<file path="config.mk">
export PLATFORM = sky130hd
export DESIGN_NAME = fetch_sequencer_flat
export DESIGN_NICKNAME = d
export VERILOG_FILES = /design/src/rtl/fetch_sequencer_if.sv /design/src/rtl/fetch_sequencer.sv /design/src/flat_wrapper.sv
export SDC_FILE = /design/constraint.sdc
export NUM_CORES = 1
export LEC_CHECK = 0
export CAP_MARGIN = 20
export CORE_MARGIN = 2
export CORE_UTILIZATION = 38
export DETAILED_ROUTE_END_ITERATION = 8
export PLACE_DENSITY = 0.56
export SYNTH_ARGS = -nofsm -noshare
export SYNTH_HDL_FRONTEND = slang
export SYNTH_SLANG_ARGS = --single-unit
</file>
<file path="constraint.sdc">
create_clock -name iClk -period 5.85 [get_ports iClk]
set_input_delay 1.4625 -clock iClk [delete_from_list [all_inputs] [get_ports iClk]]
set_output_delay 1.4625 -clock iClk [all_outputs]
set_load 0.01 [all_outputs]
</file>
<file path="src/rtl/fetch_sequencer_if.sv">
// Fetch sequencer port bundle: instruction-memory request/response, the decode handshake
// and the redirect/halt controls from the PC logic.
interface fetch_sequencer_if #(
  parameter int ADDR_WIDTH = 32,
  parameter int DATA_WIDTH = 32
);
  logic                  oMemReq;
  logic [ADDR_WIDTH-1:0] oMemAddr;
  logic                  iMemValid;
  logic [DATA_WIDTH-1:0] iMemData;
  logic                  oInstrValid;
  logic [DATA_WIDTH-1:0] oInstr;
  logic [ADDR_WIDTH-1:0] oInstrPC;
  logic                  iInstrReady;
  logic                  iRedirect;
  logic [ADDR_WIDTH-1:0] iRedirectPC;
  logic                  iHalt;
  logic                  oMisaligned;

  // Decode handshake: oInstr/oInstrPC transfer on a rising clock edge where oInstrValid and
  // iInstrReady are both high; oInstrValid never waits on iInstrReady. oMemReq is a one-word
  // request with no back-pressure, answered by an in-order iMemValid pulse at least a cycle later.
  modport master (
    output oMemReq, oMemAddr, oInstrValid, oInstr, oInstrPC, oMisaligned,
    input  iMemValid, iMemData, iInstrReady, iRedirect, iRedirectPC, iHalt
  );

  modport slave (
    input  oMemReq, oMemAddr, oInstrValid, oInstr, oInstrPC, oMisaligned,
    output iMemValid, iMemData, iInstrReady, iRedirect, iRedirectPC, iHalt
  );
endinterface

</file>
<file path="src/rtl/fetch_sequencer.sv">
// Credit-limited instruction fetch: issues word-aligned reads, buffers in-order responses
// with their PCs, and flushes buffered and in-flight fetches on a redirect.
module fetch_sequencer #(
  parameter int                    ADDR_WIDTH = 32,
  parameter int                    DATA_WIDTH = 32,
  parameter logic [ADDR_WIDTH-1:0] RESET_PC   = '0,
  parameter int                    DEPTH      = 4
) (
  input  logic               iClk,
  input  logic               iRstN,
  fetch_sequencer_if.master  bus,
  output logic [1:0]         oDbgState
);
  localparam int AW = $clog2(DEPTH);
  localparam int PW = AW + 1;

  typedef enum logic [1:0] {
    ST_BOOT   = 2'd0,
    ST_RUN    = 2'd1,
    ST_HALTED = 2'd2
  } state_t;

  state_t                r_state;
  logic [ADDR_WIDTH-1:0] r_pc;
  logic [PW-1:0]         r_wptr;
  logic [PW-1:0]         r_rptr;
  logic [PW-1:0]         r_out;
  logic [PW-1:0]         r_drop;
  logic [AW-1:0]         r_tag_wptr;
  logic [AW-1:0]         r_tag_rptr;
  logic                  r_misaligned;
  logic [DATA_WIDTH-1:0] r_buf_data [DEPTH];
  logic [ADDR_WIDTH-1:0] r_buf_pc   [DEPTH];
  logic [ADDR_WIDTH-1:0] r_tag      [DEPTH];

  logic          w_empty;
  logic          w_full;
  logic [PW-1:0] w_occ;
  logic          w_credit;
  logic          w_redirect;
  logic          w_issue;
  logic          w_enq;
  logic          w_deq;

  assign w_occ      = r_wptr - r_rptr;
  assign w_empty    = (r_wptr == r_rptr);
  assign w_full     = (r_wptr[AW-1:0] == r_rptr[AW-1:0]) && (r_wptr[PW-1] != r_rptr[PW-1]);
  // Buffered plus in-flight words may not exceed the buffer, so every response has a slot.
  assign w_credit   = ({1'b0, w_occ} + {1'b0, r_out}) < (PW+1)'(DEPTH);
  assign w_redirect = bus.iRedirect && (r_state != ST_BOOT);
  assign w_issue    = (r_state == ST_RUN) && w_credit && !w_redirect;
  assign w_enq      = bus.iMemValid && (r_drop == '0) && !w_redirect;
  assign w_deq      = !w_empty && bus.iInstrReady && !w_redirect;

  assign bus.oMemReq     = w_issue;
  assign bus.oMemAddr    = w_issue ? r_pc : '0;
  assign bus.oInstrValid = !w_empty;
  assign bus.oInstr      = w_empty ? '0 : r_buf_data[r_rptr[AW-1:0]];
  assign bus.oInstrPC    = w_empty ? '0 : r_buf_pc[r_rptr[AW-1:0]];
  assign bus.oMisaligned = r_misaligned;
  assign oDbgState       = r_state;

  always_ff @(posedge iClk or negedge iRstN) begin
    if (!iRstN) begin
      r_state      <= ST_BOOT;
      r_pc         <= RESET_PC;
      r_wptr       <= '0;
      r_rptr       <= '0;
      r_out        <= '0;
      r_drop       <= '0;
      r_tag_wptr   <= '0;
      r_tag_rptr   <= '0;
      r_misaligned <= 1'b0;
    end else begin
      case (r_state)
        ST_BOOT:   r_state <= ST_RUN;
        ST_RUN:    if (bus.iHalt) r_state <= ST_HALTED;
        ST_HALTED: if (!bus.iHalt) r_state <= ST_RUN;
        default:   r_state <= ST_BOOT;
      endcase

      r_misaligned <= w_redirect && (bus.iRedirectPC[1:0] != 2'b00);

      if (w_redirect) r_pc <= {bus.iRedirectPC[ADDR_WIDTH-1:2], 2'b00};
      else if (w_issue) r_pc <= r_pc + ADDR_WIDTH'(4);

      r_out <= r_out + PW'(w_issue) - PW'(bus.iMemValid);

      // Everything still in flight after this cycle's response belongs to the old path.
      if (w_redirect) r_drop <= r_out - PW'(bus.iMemValid);
      else if (bus.iMemValid && (r_drop != '0)) r_drop <= r_drop - PW'(1);

      if (w_issue) r_tag_wptr <= r_tag_wptr + AW'(1);
      if (bus.iMemValid) r_tag_rptr <= r_tag_rptr + AW'(1);

      if (w_redirect) begin
        r_rptr <= r_wptr;
      end else begin
        if (w_enq) r_wptr <= r_wptr + PW'(1);
        if (w_deq) r_rptr <= r_rptr + PW'(1);
      end
    end
  end

  always_ff @(posedge iClk) begin
    if (w_issue) r_tag[r_tag_wptr] <= r_pc;
    if (w_enq) begin
      r_buf_data[r_wptr[AW-1:0]] <= bus.iMemData;
      r_buf_pc[r_wptr[AW-1:0]]   <= r_tag[r_tag_rptr];
    end
  end

  a_no_overflow: assert property (@(posedge iClk) disable iff (!iRstN)
    !(bus.iMemValid && (r_drop == '0) && w_full && !w_redirect));
endmodule

</file>
<file path="src/flat_wrapper.sv">
// flat-port wrapper written by rule: the top's interface ports become plain ports
module fetch_sequencer_flat 
#(
  parameter int                    ADDR_WIDTH = 32,
  parameter int                    DATA_WIDTH = 32,
  parameter logic [ADDR_WIDTH-1:0] RESET_PC   = '0,
  parameter int                    DEPTH      = 4
)
  (iClk, iRstN, oDbgState, bus_oMemReq, bus_oMemAddr, bus_oInstrValid, bus_oInstr, bus_oInstrPC, bus_oMisaligned, bus_iMemValid, bus_iMemData, bus_iInstrReady, bus_iRedirect, bus_iRedirectPC, bus_iHalt);
  fetch_sequencer_if #(.ADDR_WIDTH(ADDR_WIDTH), .DATA_WIDTH(DATA_WIDTH)) bus_i ();
  input  logic iClk;
  input  logic iRstN;
  output logic [1:0] oDbgState;
  output wire logic [$bits(bus_i.oMemReq)-1:0] bus_oMemReq;
  output wire logic [$bits(bus_i.oMemAddr)-1:0] bus_oMemAddr;
  output wire logic [$bits(bus_i.oInstrValid)-1:0] bus_oInstrValid;
  output wire logic [$bits(bus_i.oInstr)-1:0] bus_oInstr;
  output wire logic [$bits(bus_i.oInstrPC)-1:0] bus_oInstrPC;
  output wire logic [$bits(bus_i.oMisaligned)-1:0] bus_oMisaligned;
  input wire logic [$bits(bus_i.iMemValid)-1:0] bus_iMemValid;
  input wire logic [$bits(bus_i.iMemData)-1:0] bus_iMemData;
  input wire logic [$bits(bus_i.iInstrReady)-1:0] bus_iInstrReady;
  input wire logic [$bits(bus_i.iRedirect)-1:0] bus_iRedirect;
  input wire logic [$bits(bus_i.iRedirectPC)-1:0] bus_iRedirectPC;
  input wire logic [$bits(bus_i.iHalt)-1:0] bus_iHalt;
  assign bus_oMemReq = bus_i.oMemReq;
  assign bus_oMemAddr = bus_i.oMemAddr;
  assign bus_oInstrValid = bus_i.oInstrValid;
  assign bus_oInstr = bus_i.oInstr;
  assign bus_oInstrPC = bus_i.oInstrPC;
  assign bus_oMisaligned = bus_i.oMisaligned;
  assign bus_i.iMemValid = bus_iMemValid;
  assign bus_i.iMemData = bus_iMemData;
  assign bus_i.iInstrReady = bus_iInstrReady;
  assign bus_i.iRedirect = bus_iRedirect;
  assign bus_i.iRedirectPC = bus_iRedirectPC;
  assign bus_i.iHalt = bus_iHalt;
  fetch_sequencer #(.ADDR_WIDTH(ADDR_WIDTH), .DATA_WIDTH(DATA_WIDTH), .RESET_PC(RESET_PC), .DEPTH(DEPTH)) u_core (.iClk(iClk), .iRstN(iRstN), .bus(bus_i), .oDbgState(oDbgState));
endmodule
</file>
==> metrics.yaml <==
setup_tns_ns: 0
critPathSlowestCell: "dfrtp_4"
cts_setup_buffers: 0
cpPeakStageDelay_ns: 0.68
crit_fanout: 39
path_clk_slew_ns: 0.06
yosysSeqAreaShare_pct: 73.0
path_class: "flip-flop to output port"
finalCritPeriodShare_pct: 93.6
die_w_um: 214
yosys_warnings: 0
post-place-ws_ns: 0.913
grt_max_degree: 66
portBuffers: 166
antenna_found_initial: 1
drc_errors: 0
grt_pass1_wl_um: 55200
fp.dieH_um: 214
cts-root-buf: "clkbuf_16"
rows: 77
nNetsFinal: 1180
maxSlewHeadroom_pct: 31.3
grt-ovfl-total: 0
finalHoldViolCount: 0
drive_gt1_share_pct: 16.7
fin_crit_ns: 5.47
cts_buffers: 45
power_density_mw_per_mm2: 520
yosysUniqueCellTypes: 47
wl_per_cell_um: 20.6
cts_tree: "yes"
synth-seq-cells: 417
io_pins: 171
wl_um: 35300
htree_levels: 2
post-route-util_pct: 46.9
maxCapViolations: 0
initial_core_util_pct: 38.3
async_flop_share_pct: 11.8
end_kind: "output port"
antennaDiodeCount: 0
synth.avg_cell_area_sq_um: 18.6
gp_congestion: 0.784
dp_hpwl_um: 20300
detail-route-antenna-nets: 0
worstPathCellList: "ha_1, inv_1, fa_1, xor2_1, ha_1, nor3_1, nand3_1, buf_4, nor2_2, buf_4, and2_1, clkdlybuf4s50_1"
power.total_mw: 10.7
tightestPinTransition_ns: 1.03
firstDrtPassIters: 4
synthCells: 904
worst-path-buf-inv: 4
clockBufferDepth: 3
cts-resized-gates: 0
core_sq_mm: 0.0439
ctsHoldBuffers: 0
vias: 8556
vias_per_cell: 4.98
drt-initial-drc-count: 543
slew_violations: 0
most-common-layout-cells: "edfxtp_1, clkdlybuf4s50_1, and2_1, mux4_2"
peakVddDrop_v: 0.000289
cts_sinks: 417
power.leakage_nw: 6.78
synth_edf_count: 368
fin_ws_ns: 0.375
grt_pass1_vias: 9293
clock_latency_ns: 0.58
holdWs_ns: 0.509
finalClockSkew_ns: 0.0232
syn_to_final_growth_pct: 22.5
critPathTopFamily: "buffers and inverters"
dieArea_sq_mm: 0.0460
setup_violations: 0
cp-start-kind: "flip-flop"
clock.fmax_mhz: 183
rsz0062_at_grt: "false"
crit_arrival_ns: 4.01
worstHoldPathType: "flip-flop to flip-flop"
synthesis.area_sq_mm: 0.0168
synthFlopType: "edfxtp_1"
status: "complete, no violations"
cp.required_ns: 4.39
grt_use_total_pct: 15.8
final_common_cell: "edfxtp_1"
## cell usage after synthesis, types with 6 or more instances
cell,n,area (sq um)
edfxtp_1,368,11100
and2_1,100,626
mux4_2,92,2070
dfrtp_1,49,1230
nand2_1,36,135
clkbuf_1,28,105
ha_1,20,250
nand3_1,20,100
xnor2_1,20,175
xor2_1,18,158
nor2_1,17,63.8
o21ai_0,16,80.1
inv_1,14,52.6
o21ai_1,13,65.1
nand4_1,11,68.8
buf_2,10,50.1
nor3_1,9,45.0
a22oi_1,8,60.1
a21oi_1,6,30.0
## power by group
group	internal, mW	total [mW]	leakage, nW	switching, mW
clock	1.53	2.66	0.677	1.14
combinational	1.91	3.61	2.19	1.69
sequential	3.90	4.45	3.91	0.551
total	7.34	10.7	6.78	3.38
## stage by stage
| stage | instances | instance area, sq um |
|---|---|---|
| final | 1717 | 20600 |
| after global routing | 1717 | 20600 |
| after CTS | 1715 | 20600 |
| after detailed placement | 1631 | 19200 |
| after global placement | 1631 | 19200 |
| after floorplan | 907 | 16800 |
## layer usage
| metal | up-vias | wire, um | global-route usage, % |
|---|---|---|---|
| met2 | 245 | 16600 | 25.0 |
| li1 | 3897 | - | - |
| met5 | - | 0 | 0 |
| met3 | 57 | 1770 | 3.12 |
| met4 | 0 | 813 | 5.39 |
| met1 | 4357 | 16200 | 21.9 |
## cells by family after synthesis
logic type               Yosys count  synth area share, %
flip-flops                       417                 73.0
AND/OR/NAND/NOR                  215                 7.31
multiplexers                      96                 12.6
buffers and inverters             61                 1.53
AO/OA/AOI/OAI                     54                 1.92
XOR/XNOR                          38                 1.98
adder cells (fa/ha/maj)           22                 1.73
other                              1               0.0223
## path summary, 6_finish.rpt
| kind | start | end | slack, ns | cells past startpoint |
|---|---|---|---|---|
| worst min-delay path | u_core.r_wptr[2] | u_core.r_wptr[2] | 0.51 | 1 |
| worst max-delay path | u_core.r_rptr[0] | bus_oMemAddr[23] | 0.38 | 12 |
| worst max register to register | u_core.r_rptr[0] | u_core.r_out[2] | 1.89 | 16 |
| worst min register to register | u_core.r_wptr[2] | u_core.r_wptr[2] | 0.51 | 1 |
| min in group asynchronous | iRstN | u_core.r_pc[18] | 1.01 | 2 |
| max in group asynchronous | iRstN | u_core.r_rptr[0] | 4.33 | 2 |
## layout make-up
cell class	instances	area, sq um
sequential	417	12300
fill	3821	23300
clock buffer	60	1190
multi-input combinational	429	4320
timing repair buffer	181	1830
clock inverter	24	189
inverter	14	52.6
tap	592	741
## flip-flops by register name, summed over array words and instances, names as in the netlist, 3 cells and up
name               cells
u_core.r_out           3
u_core.r_pc           30
u_core.r_buf_pc      120
u_core.r_rptr          3
u_core.r_wptr          3
u_core.r_drop          3
u_core.r_buf_data    128
u_core.r_tag         120
Note: power is estimated with default switching activity, not from simulation.
